$ cat config.mk
export PLATFORM = sky130hd
export DESIGN_NAME = issue_queue
export DESIGN_NICKNAME = d
export VERILOG_FILES = /design/src/rtl/issue_queue_pkg.sv /design/src/rtl/issue_queue_entry.sv /design/src/rtl/issue_queue.sv
export SDC_FILE = /design/constraint.sdc
export NUM_CORES = 2
export LEC_CHECK = 0
export ABC_CLOCK_PERIOD_IN_PS = 5400
export BUFFER_PORTS_ARGS = -buffer_cell sky130_fd_sc_hd__buf_2
export CORE_ASPECT_RATIO = 0.8
export CORE_MARGIN = 2
export CORE_UTILIZATION = 40
export CTS_BUF_LIST = sky130_fd_sc_hd__clkbuf_2 sky130_fd_sc_hd__clkbuf_4 sky130_fd_sc_hd__clkbuf_8
export DETAILED_ROUTE_END_ITERATION = 8
export GPL_TIMING_DRIVEN = 1
export PLACE_DENSITY_LB_ADDON = 0.05
export SLEW_MARGIN = 20
export SYNTH_ARGS = -nofsm -noshare
export SYNTH_HDL_FRONTEND = slang
export SYNTH_SLANG_ARGS = --single-unit
$ cat constraint.sdc
create_clock -name clk -period 5.4 [get_ports clk]
set_clock_uncertainty 0.1 [all_clocks]
set_input_delay 0.27 -clock clk [delete_from_list [all_inputs] [get_ports clk]]
set_output_delay 0.27 -clock clk [all_outputs]
set_load 0.005 [all_outputs]
$ cat src/rtl/issue_queue_pkg.sv
// Shared core constants: queue geometry, field widths and opcode class encodings.
// No logic; pure compile-time definitions.
// Not applicable (no handshake).
package issue_queue_pkg;

    localparam int IQ_ENTRIES = 16;
    localparam int OPCODE_W   = 7;
    localparam int AGE_W      = 5;
    localparam int TAG_W      = 6;
    localparam int UOP_W      = 32;
    localparam int NUM_GNT_P  = 2;
    localparam int COUNT_W    = 5;

    // Opcode class encodings carried in the op field and seen by the arbiter.
    localparam logic [OPCODE_W-1:0] R_TYPE = 7'b0110011;
    localparam logic [OPCODE_W-1:0] I_TYPE = 7'b0010011;
    localparam logic [OPCODE_W-1:0] LOAD   = 7'b0000011;
    localparam logic [OPCODE_W-1:0] STORE  = 7'b0100011;
    localparam logic [OPCODE_W-1:0] BRANCH = 7'b1100011;
    localparam logic [OPCODE_W-1:0] MUL    = 7'b0111011;

endpackage

$ cat src/rtl/issue_queue_entry.sv
// One issue queue slot: payload storage, operand readiness and tag wakeup compare.
// Writes/frees/wakeups take effect at the next clock edge; req is purely registered.
// No handshake of its own; the parent decides when to write or free the slot.
module iq_entry
    import issue_queue_pkg::*;
#(
    parameter int OPCODE_WIDTH = OPCODE_W,
    parameter int AGE_WIDTH    = AGE_W,
    parameter int TAG_WIDTH    = TAG_W,
    parameter int UOP_WIDTH    = UOP_W
) (
    input  logic                    clk,
    input  logic                    rst_n,
    input  logic                    flush,
    input  logic                    wr_en,
    input  logic [OPCODE_WIDTH-1:0] wr_op,
    input  logic [UOP_WIDTH-1:0]    wr_uop,
    input  logic [TAG_WIDTH-1:0]    wr_rs1_tag,
    input  logic                    wr_rs1_rdy,
    input  logic [TAG_WIDTH-1:0]    wr_rs2_tag,
    input  logic                    wr_rs2_rdy,
    input  logic [AGE_WIDTH-1:0]    wr_age,
    input  logic                    free,
    input  logic [AGE_WIDTH-1:0]    age_nxt,
    input  logic                    wk_valid,
    input  logic [TAG_WIDTH-1:0]    wk_tag,
    output logic                    valid_o,
    output logic [OPCODE_WIDTH-1:0] op_o,
    output logic [UOP_WIDTH-1:0]    uop_o,
    output logic [AGE_WIDTH-1:0]    age_o,
    output logic                    req_o
);

    logic                    valid_q, valid_d;
    logic [OPCODE_WIDTH-1:0] op_q, op_d;
    logic [UOP_WIDTH-1:0]    uop_q, uop_d;
    logic [TAG_WIDTH-1:0]    rs1_tag_q, rs1_tag_d;
    logic [TAG_WIDTH-1:0]    rs2_tag_q, rs2_tag_d;
    logic                    rs1_rdy_q, rs1_rdy_d;
    logic                    rs2_rdy_q, rs2_rdy_d;
    logic [AGE_WIDTH-1:0]    age_q, age_d;

    // Next-state: flush wins, then a fresh write (with wakeup folded in), then free/age/wakeup.
    always_comb begin
        valid_d   = valid_q;
        op_d      = op_q;
        uop_d     = uop_q;
        rs1_tag_d = rs1_tag_q;
        rs2_tag_d = rs2_tag_q;
        rs1_rdy_d = rs1_rdy_q;
        rs2_rdy_d = rs2_rdy_q;
        age_d     = age_q;
        if (flush) begin
            valid_d = 1'b0;
        end else if (wr_en) begin
            valid_d   = 1'b1;
            op_d      = wr_op;
            uop_d     = wr_uop;
            rs1_tag_d = wr_rs1_tag;
            rs2_tag_d = wr_rs2_tag;
            rs1_rdy_d = wr_rs1_rdy | (wk_valid & (wr_rs1_tag == wk_tag));
            rs2_rdy_d = wr_rs2_rdy | (wk_valid & (wr_rs2_tag == wk_tag));
            age_d     = wr_age;
        end else if (valid_q) begin
            if (free) begin
                valid_d = 1'b0;
            end else begin
                age_d = age_nxt;
            end
            if (wk_valid && (rs1_tag_q == wk_tag)) rs1_rdy_d = 1'b1;
            if (wk_valid && (rs2_tag_q == wk_tag)) rs2_rdy_d = 1'b1;
        end
    end

    // Slot state registers, cleared asynchronously.
    always_ff @(posedge clk or negedge rst_n) begin
        if (!rst_n) begin
            valid_q   <= 1'b0;
            op_q      <= '0;
            uop_q     <= '0;
            rs1_tag_q <= '0;
            rs2_tag_q <= '0;
            rs1_rdy_q <= 1'b0;
            rs2_rdy_q <= 1'b0;
            age_q     <= '0;
        end else begin
            valid_q   <= valid_d;
            op_q      <= op_d;
            uop_q     <= uop_d;
            rs1_tag_q <= rs1_tag_d;
            rs2_tag_q <= rs2_tag_d;
            rs1_rdy_q <= rs1_rdy_d;
            rs2_rdy_q <= rs2_rdy_d;
            age_q     <= age_d;
        end
    end

    assign valid_o = valid_q;
    assign op_o    = op_q;
    assign uop_o   = uop_q;
    assign age_o   = age_q;
    assign req_o   = valid_q & rs1_rdy_q & rs2_rdy_q;

endmodule

$ cat src/rtl/issue_queue.sv
// Age-ordered issue queue: dispatch allocation, wakeup, multi-port grant/issue, dense ages.
// Dispatch/grant/wakeup visible one cycle later; iss_* read combinationally in grant cycle.
// disp_ready drops when full (registered count) or during flush; frees are not credited same cycle.
module issue_queue
    import issue_queue_pkg::*;
#(
    parameter int ENTRIES      = IQ_ENTRIES,
    parameter int OPCODE_WIDTH = OPCODE_W,
    parameter int AGE_WIDTH    = AGE_W,
    parameter int TAG_WIDTH    = TAG_W,
    parameter int UOP_WIDTH    = UOP_W,
    parameter int NUM_GNT      = NUM_GNT_P
) (
    input  logic                    clk,
    input  logic                    rst_n,
    input  logic                    disp_valid,
    output logic                    disp_ready,
    input  logic [OPCODE_WIDTH-1:0] disp_op,
    input  logic [UOP_WIDTH-1:0]    disp_uop,
    input  logic [TAG_WIDTH-1:0]    disp_rs1_tag,
    input  logic [TAG_WIDTH-1:0]    disp_rs2_tag,
    input  logic                    disp_rs1_rdy,
    input  logic                    disp_rs2_rdy,
    input  logic                    wk_valid,
    input  logic [TAG_WIDTH-1:0]    wk_tag,
    output logic [OPCODE_WIDTH-1:0] op     [ENTRIES],
    output logic [ENTRIES-1:0]      req,
    output logic [AGE_WIDTH-1:0]    age    [ENTRIES],
    input  logic [NUM_GNT-1:0]      gnt_valid,
    input  logic [3:0]              gnt_addr [NUM_GNT],
    output logic [UOP_WIDTH-1:0]    iss_uop  [NUM_GNT],
    output logic [OPCODE_WIDTH-1:0] iss_op   [NUM_GNT],
    input  logic                    flush,
    output logic [COUNT_W-1:0]      count
);

    localparam logic [COUNT_W-1:0] ENTRIES_C = COUNT_W'(ENTRIES);

    logic [ENTRIES-1:0]      ent_valid;
    logic [UOP_WIDTH-1:0]    ent_uop  [ENTRIES];
    logic [ENTRIES-1:0]      ent_wr;
    logic [ENTRIES-1:0]      ent_free;
    logic [AGE_WIDTH-1:0]    age_nxt  [ENTRIES];
    logic [NUM_GNT-1:0]      gnt_acc;
    logic [AGE_WIDTH-1:0]    gnt_age  [NUM_GNT];
    logic [COUNT_W-1:0]      n_freed;
    logic [3:0]              alloc_idx;
    logic                    disp_acc;
    logic [AGE_WIDTH-1:0]    new_age;
    logic [COUNT_W-1:0]      count_q, count_d;

    // Ready is masked by reset so nothing is offered while the queue is held in reset.
    assign disp_ready = rst_n & (count_q < ENTRIES_C) & ~flush;
    assign disp_acc   = disp_valid & disp_ready;
    assign count      = count_q;

    // Grant filtering: drop grants to empty slots and duplicates of an earlier port.
    always_comb begin
        gnt_acc = '0;
        n_freed = '0;
        for (int g = 0; g < NUM_GNT; g++) begin
            gnt_acc[g] = gnt_valid[g] & ent_valid[gnt_addr[g]];
            for (int h = 0; h < g; h++) begin
                if (gnt_valid[h] && (gnt_addr[h] == gnt_addr[g])) gnt_acc[g] = 1'b0;
            end
            gnt_age[g] = age[gnt_addr[g]];
            iss_uop[g] = ent_uop[gnt_addr[g]];
            iss_op[g]  = op[gnt_addr[g]];
            n_freed    = n_freed + COUNT_W'(gnt_acc[g]);
        end
    end

    // Per-slot free strobe and age compaction: drop one for every older slot leaving.
    always_comb begin
        for (int i = 0; i < ENTRIES; i++) begin
            ent_free[i] = 1'b0;
            age_nxt[i]  = age[i];
            for (int g = 0; g < NUM_GNT; g++) begin
                if (gnt_acc[g] && (gnt_addr[g] == 4'(i))) ent_free[i] = 1'b1;
                if (gnt_acc[g] && (gnt_age[g] < age[i])) age_nxt[i] = age_nxt[i] - AGE_WIDTH'(1);
            end
        end
    end

    // Allocation: lowest-index empty slot receives the dispatched op, youngest age.
    always_comb begin
        alloc_idx = '0;
        for (int i = ENTRIES - 1; i >= 0; i--) begin
            if (!ent_valid[i]) alloc_idx = 4'(i);
        end
        ent_wr = '0;
        if (disp_acc) ent_wr[alloc_idx] = 1'b1;
        new_age = AGE_WIDTH'(count_q - n_freed);
    end

    // Occupancy bookkeeping; flush empties the queue outright.
    always_comb begin
        if (flush) count_d = '0;
        else       count_d = count_q + COUNT_W'(disp_acc) - n_freed;
    end

    // Occupancy register.
    always_ff @(posedge clk or negedge rst_n) begin
        if (!rst_n) count_q <= '0;
        else        count_q <= count_d;
    end

    for (genvar i = 0; i < ENTRIES; i++) begin : g_ent
        iq_entry #(
            .OPCODE_WIDTH (OPCODE_WIDTH),
            .AGE_WIDTH    (AGE_WIDTH),
            .TAG_WIDTH    (TAG_WIDTH),
            .UOP_WIDTH    (UOP_WIDTH)
        ) u_ent (
            .clk        (clk),
            .rst_n      (rst_n),
            .flush      (flush),
            .wr_en      (ent_wr[i]),
            .wr_op      (disp_op),
            .wr_uop     (disp_uop),
            .wr_rs1_tag (disp_rs1_tag),
            .wr_rs1_rdy (disp_rs1_rdy),
            .wr_rs2_tag (disp_rs2_tag),
            .wr_rs2_rdy (disp_rs2_rdy),
            .wr_age     (new_age),
            .free       (ent_free[i]),
            .age_nxt    (age_nxt[i]),
            .wk_valid   (wk_valid),
            .wk_tag     (wk_tag),
            .valid_o    (ent_valid[i]),
            .op_o       (op[i]),
            .uop_o      (ent_uop[i]),
            .age_o      (age[i]),
            .req_o      (req[i])
        );
    end

endmodule
## Yosys cells after proc, flatten, opt, wreduce, memory -nomap -nowiden

Index checks and enable logic that the tools add are counted.

| cells by class | value |
|---|---|
| add/subtract/negate cells | 36 |
| $lt $le $gt $ge | 39 |
| equal/unequal tests | 81 |
| multiplexer cells | 315 |
| bitwise logic cells | 44 |
| reductions and logical operators | 212 |

Operators by type and width:

| operator | number |
|---|---|
| two-way mux 5 bit | 85 |
| binary-select mux 32 bit (select 4 bit) | 2 |
| equality test 6 bit | 34 |
| two-way mux 1 bit | 196 |
| < comparator 5 bit | 32 |
| subtractor 5 x 1 -> 5 bit, second input constant | 32 |
| AND reduction 3 bit | 48 |
| two-way mux 32 bit | 4 |
| logical AND 1 bit | 98 |
| nonzero test 2 bit | 48 |
| equality test 4 bit, second input constant | 16 |
| two-way mux 4 bit | 16 |
| binary-select mux 7 bit (select 4 bit) | 2 |
| binary-select mux 5 bit (select 4 bit) | 2 |
| bitwise AND 1 bit | 39 |
| equality test 4 x 3 -> 1 bit, second input constant | 8 |
| inequality test 2 bit, second input constant | 16 |
| AND reduction 2 bit | 16 |
| two-way mux 7 bit | 4 |
| equality test 4 x 2 -> 1 bit, second input constant | 4 |
| two-way mux 16 bit | 1 |
| < comparator 4 x 5 -> 1 bit, second input constant | 3 |
| >= comparator 5 bit, second input constant | 2 |
| inverter 4 -> 5 bit | 2 |
| other kinds (12) | 17 |

| storage, ports and cells | value |
|---|---|
| register bits after elaboration | 949 |
| input port bits | 74 |
| output and inout bits | 292 |
| logic and storage cells | 856 |

## Longest topological paths before layout

| logic depth | value |
|---|---|
| word-level depth | 23 |
| gate-level depth with buffers | 22 |

## Modules after synthesis

From an unflattened synthesis, not the netlist that was laid out.

| unflattened totals | value |
|---|---|
| cells, all modules | 4360 |
| area total of the unflattened synthesis | 59001.6 um^2 |

By module, submodules not included:

| module | times used | cells an instance | area each (um^2) | seq. area each (um^2) |
|---|---|---|---|---|
| iq_entry | 16 | 176 | 2565.0 | 1476.4 |
| issue_queue | 1 | 1544 | 17962.2 | 125.1 |

## Worst setup path after synthesis

Ideal clock, no wire load.

| path | value |
|---|---|
| kind | input to register |
| start point | input port gnt_addr[4] in the netlist's numbering |
| end point | register g_ent[9].u_ent.age_q[4] |
| library setup time | 0.126 ns |
| data arrival time | 5.770 ns |
| data required time | 5.174 ns |
| setup slack | -0.596 ns |
| stages on the path | 21 |
| buffers on the path | 4 |
| cell sequence | buf_2 -> clkbuf_1 -> buf_1 -> buf_1 -> mux4_2 -> mux4_2 -> ha_1 -> a21o_1 -> a21o_1 -> a21oi_1 -> o21ai_0 -> nor3_1 -> mux2_2 -> ha_1 -> nand3b_1 -> nor3_1 -> o21ai_0 -> nor4b_1 -> nor3_1 -> mux2_1 -> a221o_1 |

| on the way | value |
|---|---|
| cells in the longest elaborated chain, start to end | 12 |
| elaborated cells between the ends (all ways) | 28 |
| those cells by class | 3 x add/sub; 1 x order compare; 3 x eq/ne; 13 x mux; 2 x bitwise; 6 x reduce/logical |

RTL lines:

| what | line | source |
|---|---|---|
| start, declared | issue_queue.sv:30 | `input logic [3:0] gnt_addr [NUM_GNT],` |
| inverter 4 -> 5 bit (implied by the code) | issue_queue.sv:66 | `gnt_age[g] = age[gnt_addr[g]];` |
| binary-select mux 5 bit (select 4 bit) | issue_queue.sv:66 |  |
| two-way mux 5 bit (implied by the code) (2 in a row) | issue_queue.sv:66 |  |
| < comparator 5 bit | issue_queue.sv:80 | `if (gnt_acc[g] && (gnt_age[g] < age[i])) age_nxt[i] = age_nxt[i] - AGE_WIDTH'(1);` |
| logical AND 1 bit | issue_queue.sv:80 |  |
| two-way mux 5 bit | issue_queue.sv:80 |  |
| subtractor 5 x 1 -> 5 bit | issue_queue.sv:80 |  |
| two-way mux 5 bit | issue_queue.sv:80 |  |
| two-way mux 5 bit | issue_queue_entry.sv:65 | `if (free) begin` |
| two-way mux 5 bit | issue_queue_entry.sv:64 | `end else if (valid_q) begin` |
| two-way mux 5 bit | issue_queue_entry.sv:55 | `end else if (wr_en) begin` |
| end signal, assigned | issue_queue_entry.sv:94 | `age_q <= age_d;` |
| end, declared | issue_queue_entry.sv:41 | `logic [AGE_WIDTH-1:0] age_q, age_d;` |

Parallel ways exist; a longest one is shown, timed or not. The select of a mux whose other input is x is not followed.
A chain may end at the register's enable or synchronous reset.

## Worst setup path in the final report

| path | value |
|---|---|
| start point | register g_ent[4].u_ent.age_q[2] |
| end point | register g_ent[4].u_ent.age_q[4] |

| on the way | value |
|---|---|
| cells in the longest elaborated chain, start to end | 11 |
| elaborated cells between the ends (all ways) | 17 |
| those cells by class | 2 x add/sub; 2 x order compare; 11 x mux; 2 x reduce/logical |

RTL lines:

| what | line |
|---|---|
| start, declared | issue_queue_entry.sv:41 |
| start signal, assigned | issue_queue_entry.sv:94 |
| binary-select mux 5 bit (select 4 bit) | issue_queue.sv:66 |
| two-way mux 5 bit (implied by the code) (2 in a row) | issue_queue.sv:66 |
| < comparator 5 bit | issue_queue.sv:80 |
| logical AND 1 bit | issue_queue.sv:80 |
| two-way mux 5 bit | issue_queue.sv:80 |
| subtractor 5 x 1 -> 5 bit | issue_queue.sv:80 |
| two-way mux 5 bit (*) | issue_queue.sv:80 |
| two-way mux 5 bit (*) | issue_queue_entry.sv:65 |
| two-way mux 5 bit (*) | issue_queue_entry.sv:64 |
| two-way mux 5 bit (*) | issue_queue_entry.sv:55 |

Every way passes the cells marked *; elsewhere a longest branch is shown, timed or not. The select of a mux whose other input is x is not followed.

==> out/summary.txt <==
status: complete, no violations
Final Critical Period: 5.07 ns
nets: 6567
final WL: 236000 um
Pwr Density: 283 nW/um2
routability cong.: 0.927
sequential cell area: 23700 um2
Via-to-Cell Ratio: 5.83
crit start category: flop
worst path arrival time: 5.77 ns
top post-synthesis cells by area: dfrtp_1 41%, mux4_2 17%, nand2_1 16%
Crit Path Max Fanout: 15
vias: 48569
Skew-Pair Late Insertion Delay: 0.94 ns
Wirelength per Cell: 28.3 um
worst hold margin: 0.134 ns
Post-Syn Area: 57500 um2
clk sinks: 949
post-route cell area: 65800 um2
CP Class: reg -> reg
largest net degree at the start of global routing: 144
clock tree buffer depth: 3
cts bufs inserted: 172
endpoints failing hold: 0
clock share of power: 39.4%
yosys warns: 0
most frequent cells after synthesis: 2456 x nand2_1, 949 x dfrtp_1, 438 x mux4_2
simple-gate share of the synthesized area: 20.5%
H-tree depth: 4
Worst slew margin: 16.3%
IO Count: 366
most common cell in the netlist: nand2_1
ys async rst share: 100%
Routed Antenna Nets: 0
number of synthesized flops with an enable pin: 0
CP cell instances: mux4_2 -> mux4_2 -> buf_4 -> ha_1 -> a21o_1 -> a21o_1 -> a21o_1 -> a21o_1 -> a21oi_1 -> mux2_2 -> ha_1 -> or4bb_1 -> maj3_1 -> a21oi_1 -> o21a_1 -> o21ai_0
Final Setup Violations: 0
Comb power frac: 18.2%
layout cells sized above 1: 21.7%
post-synthesis sequential area ratio: 41.3%
xor-xnor portion of the synthesized cell area: 4.17%
P_int: 12.8 mW
die area: 147000 um2
Reg power frac: 42.4%
switching part of the total: 31.2%
Final Power: 18.6 mW
gr usage total: 31.9%
Synth top area share: 41.3%
Area Growth Syn to Fin: 14.4%
final worst-path cycle share: 93.9%
number of register bits inferred by synthesis: 949
CTS tree: done
CORE AREA: 143000 um2
Slew Limit Fails: 0
CTS clock-pin slew for the worst setup and hold paths: 0.06 ns
area post-placement: 61600 um2
most used cell, CP: a21o_1
drt pass-1 iters: 7
post-synth top area cell: dfrtp_1
setup_tns: 0 ns
min-delay worst type: in -> reg
GRT Residual Overflow: 0
Crit-path slowest cell: mux4_2
mux cell area share after synthesis: 19.1%
Worst Tran Pin Value: 1.25 ns
DRC: 0
Post-synth top flop: dfrtp_1
RSZ-0062 raised after global routing: false
slowest cell delay on critical path: 0.54 ns
root buffer cell: clkbuf_8
max_cap viols: 0
Cell Rows: 124
Synth Area in Adders: 3.81%
DP HPWL: 144000 um
CP Capture Type: flop
Core Util, Final: 46.1%
main combinational cell family by area after synthesis: simple AND/OR/NAND/NOR gates
Max rail drop VDD: 0.241 mV
synth unique cells: 97
highest clock rate: 0.197 GHz
initial DRC count: 4955
area of the multi-input gates: 31600 um2
PortBufs: 365
first-pass GRT wire length: 342000 um
vias in the first global route: 47422
initial antenna violation count: 10
CTS-repair resized insts: 0
Syn Area/Cell: 9.55 um2
Psw: 5.81 mW
Syn Nets: 6263
worst endpoint required time: 6.11 ns
initial core utilization: 40.3%
Die W: 428 um
DIE HEIGHT: 343 um
Synth Area in Compound Gates: 6.88%
Lkg Pwr: 32.9 nW
Cells after Synth: 6017
Fillers: 13654
worst paths after layout:
check	from	to	slack, ns	cells past startpoint
min in group asynchronous	rst_n	g_ent[7].u_ent.age_o[4]	0.48	4
max	g_ent[4].u_ent.age_o[2]	g_ent[4].u_ent.age_o[4]	0.33	16
min	wk_tag[4]	g_ent[14].u_ent.rs1_rdy_q	0.13	5
max reg2reg	g_ent[4].u_ent.age_o[2]	g_ent[4].u_ent.age_o[4]	0.33	16
min reg2reg	g_ent[4].u_ent.rs2_rdy_q	g_ent[4].u_ent.rs2_rdy_q	0.38	1
max in group asynchronous	rst_n	g_ent[2].u_ent.uop_o[24]	0.75	8
sequential cells by signal (all words and copies together), names as in the netlist:
signal                 cells
g_ent.u_ent.uop_o        512
g_ent.u_ent.op_o         112
g_ent.u_ent.valid_o       16
g_ent.u_ent.rs1_rdy_q     16
g_ent.u_ent.age_o         80
g_ent.u_ent.rs2_tag_q     96
g_ent.u_ent.rs1_tag_q     96
g_ent.u_ent.rs2_rdy_q     16
count                      5
power by group through the flow:
stage	Clock (mW)	Sequential (mW)	Combinational, mW
floorplan	0	7.90	1.98
global placement	0	7.99	3.26
finish	7.34	7.89	3.39
detailed placement	0	8.00	3.31
global route	7.80	7.94	3.67
CTS	7.49	7.88	3.36
final cells by class:
| type | instances | area share, % |
|---|---|---|
| diodes | 2 | 0.00761 |
| clock buffers | 263 | 5.04 |
| clock inverters | 34 | 0.437 |
| inverters | 143 | 0.820 |
| multi-input cells | 4455 | 48.0 |
| flip-flops and latches | 949 | 36.1 |
| well taps | 1890 | 3.59 |
| repair buffers | 600 | 6.04 |
worst max-delay path, delay by kind of cell, from the launching register on:
| family | cells | cell delay [ns] |
|---|---|---|
| buffers and inverters | 1 | 0.26 |
| flip-flops | 1 | 0.47 |
| AND/OR/NAND/NOR | 1 | 0.41 |
| multiplexers | 3 | 1.33 |
| adder cells (fa/ha/maj) | 3 | 0.87 |
| AO/OA/AOI/OAI | 8 | 1.49 |
what timing repair did:
item	4_1_cts	5_1_grt
hold endpoints to repair	1025	0
hold buffers	61	0
setup buffers	0	0
routing by layer:
metal | up-vias | wire length (um) | track usage, %
met5 | - | 19 | 0
met4 | 4 | 9720 | 13.4
met3 | 379 | 17900 | 5.45
met2 | 1996 | 106000 | 48.8
met1 | 24880 | 103000 | 45.0
li1 | 21310 | - | -
kinds of logic (layout without fill, tap and decap cells):
family          count (synthesis)  count (layout)
other cells                     0               2
fa+ha+maj                     174             174
compound gates                569             569
simple gates                 2895            2895
mux                           544             544
xor+xnor                      273             273
flops                         949             949
buf+inv                       613            1040
placed cells by master, fill, tap and decap left out, types with 14 or more instances in the layout:
cell,instances
clkinv_2,18
buf_2,357
inv_1,140
a22oi_1,16
dlygate4sd3_1,61
dfrtp_1,949
mux2i_1,46
mux4_2,438
nand4_1,68
a21oi_1,127
a31oi_1,34
nor2_1,85
a21o_1,55
xnor2_1,148
nand3_1,41
clkbuf_8,214
nand2_1,2443
nor2b_1,15
and3_1,33
ha_1,170
nor4_1,48
xor2_1,122
buf_4,162
o22a_1,34
or3_1,14
o211ai_1,22
nor3_1,37
mux2_2,59
clkbuf_4,49
o21ai_0,90
a211oi_1,19
per-stage QoR:
stage | setup WS (ns) | instances
global placement | 0.263 | 7976
CTS | 0.388 | 8334
finish | 0.331 | 8336
global route | 0.155 | 8335
floorplan | 0.0300 | 6017
detailed placement | 0.252 | 7976
No activity file was read; power rests on OpenSTA's default activity.
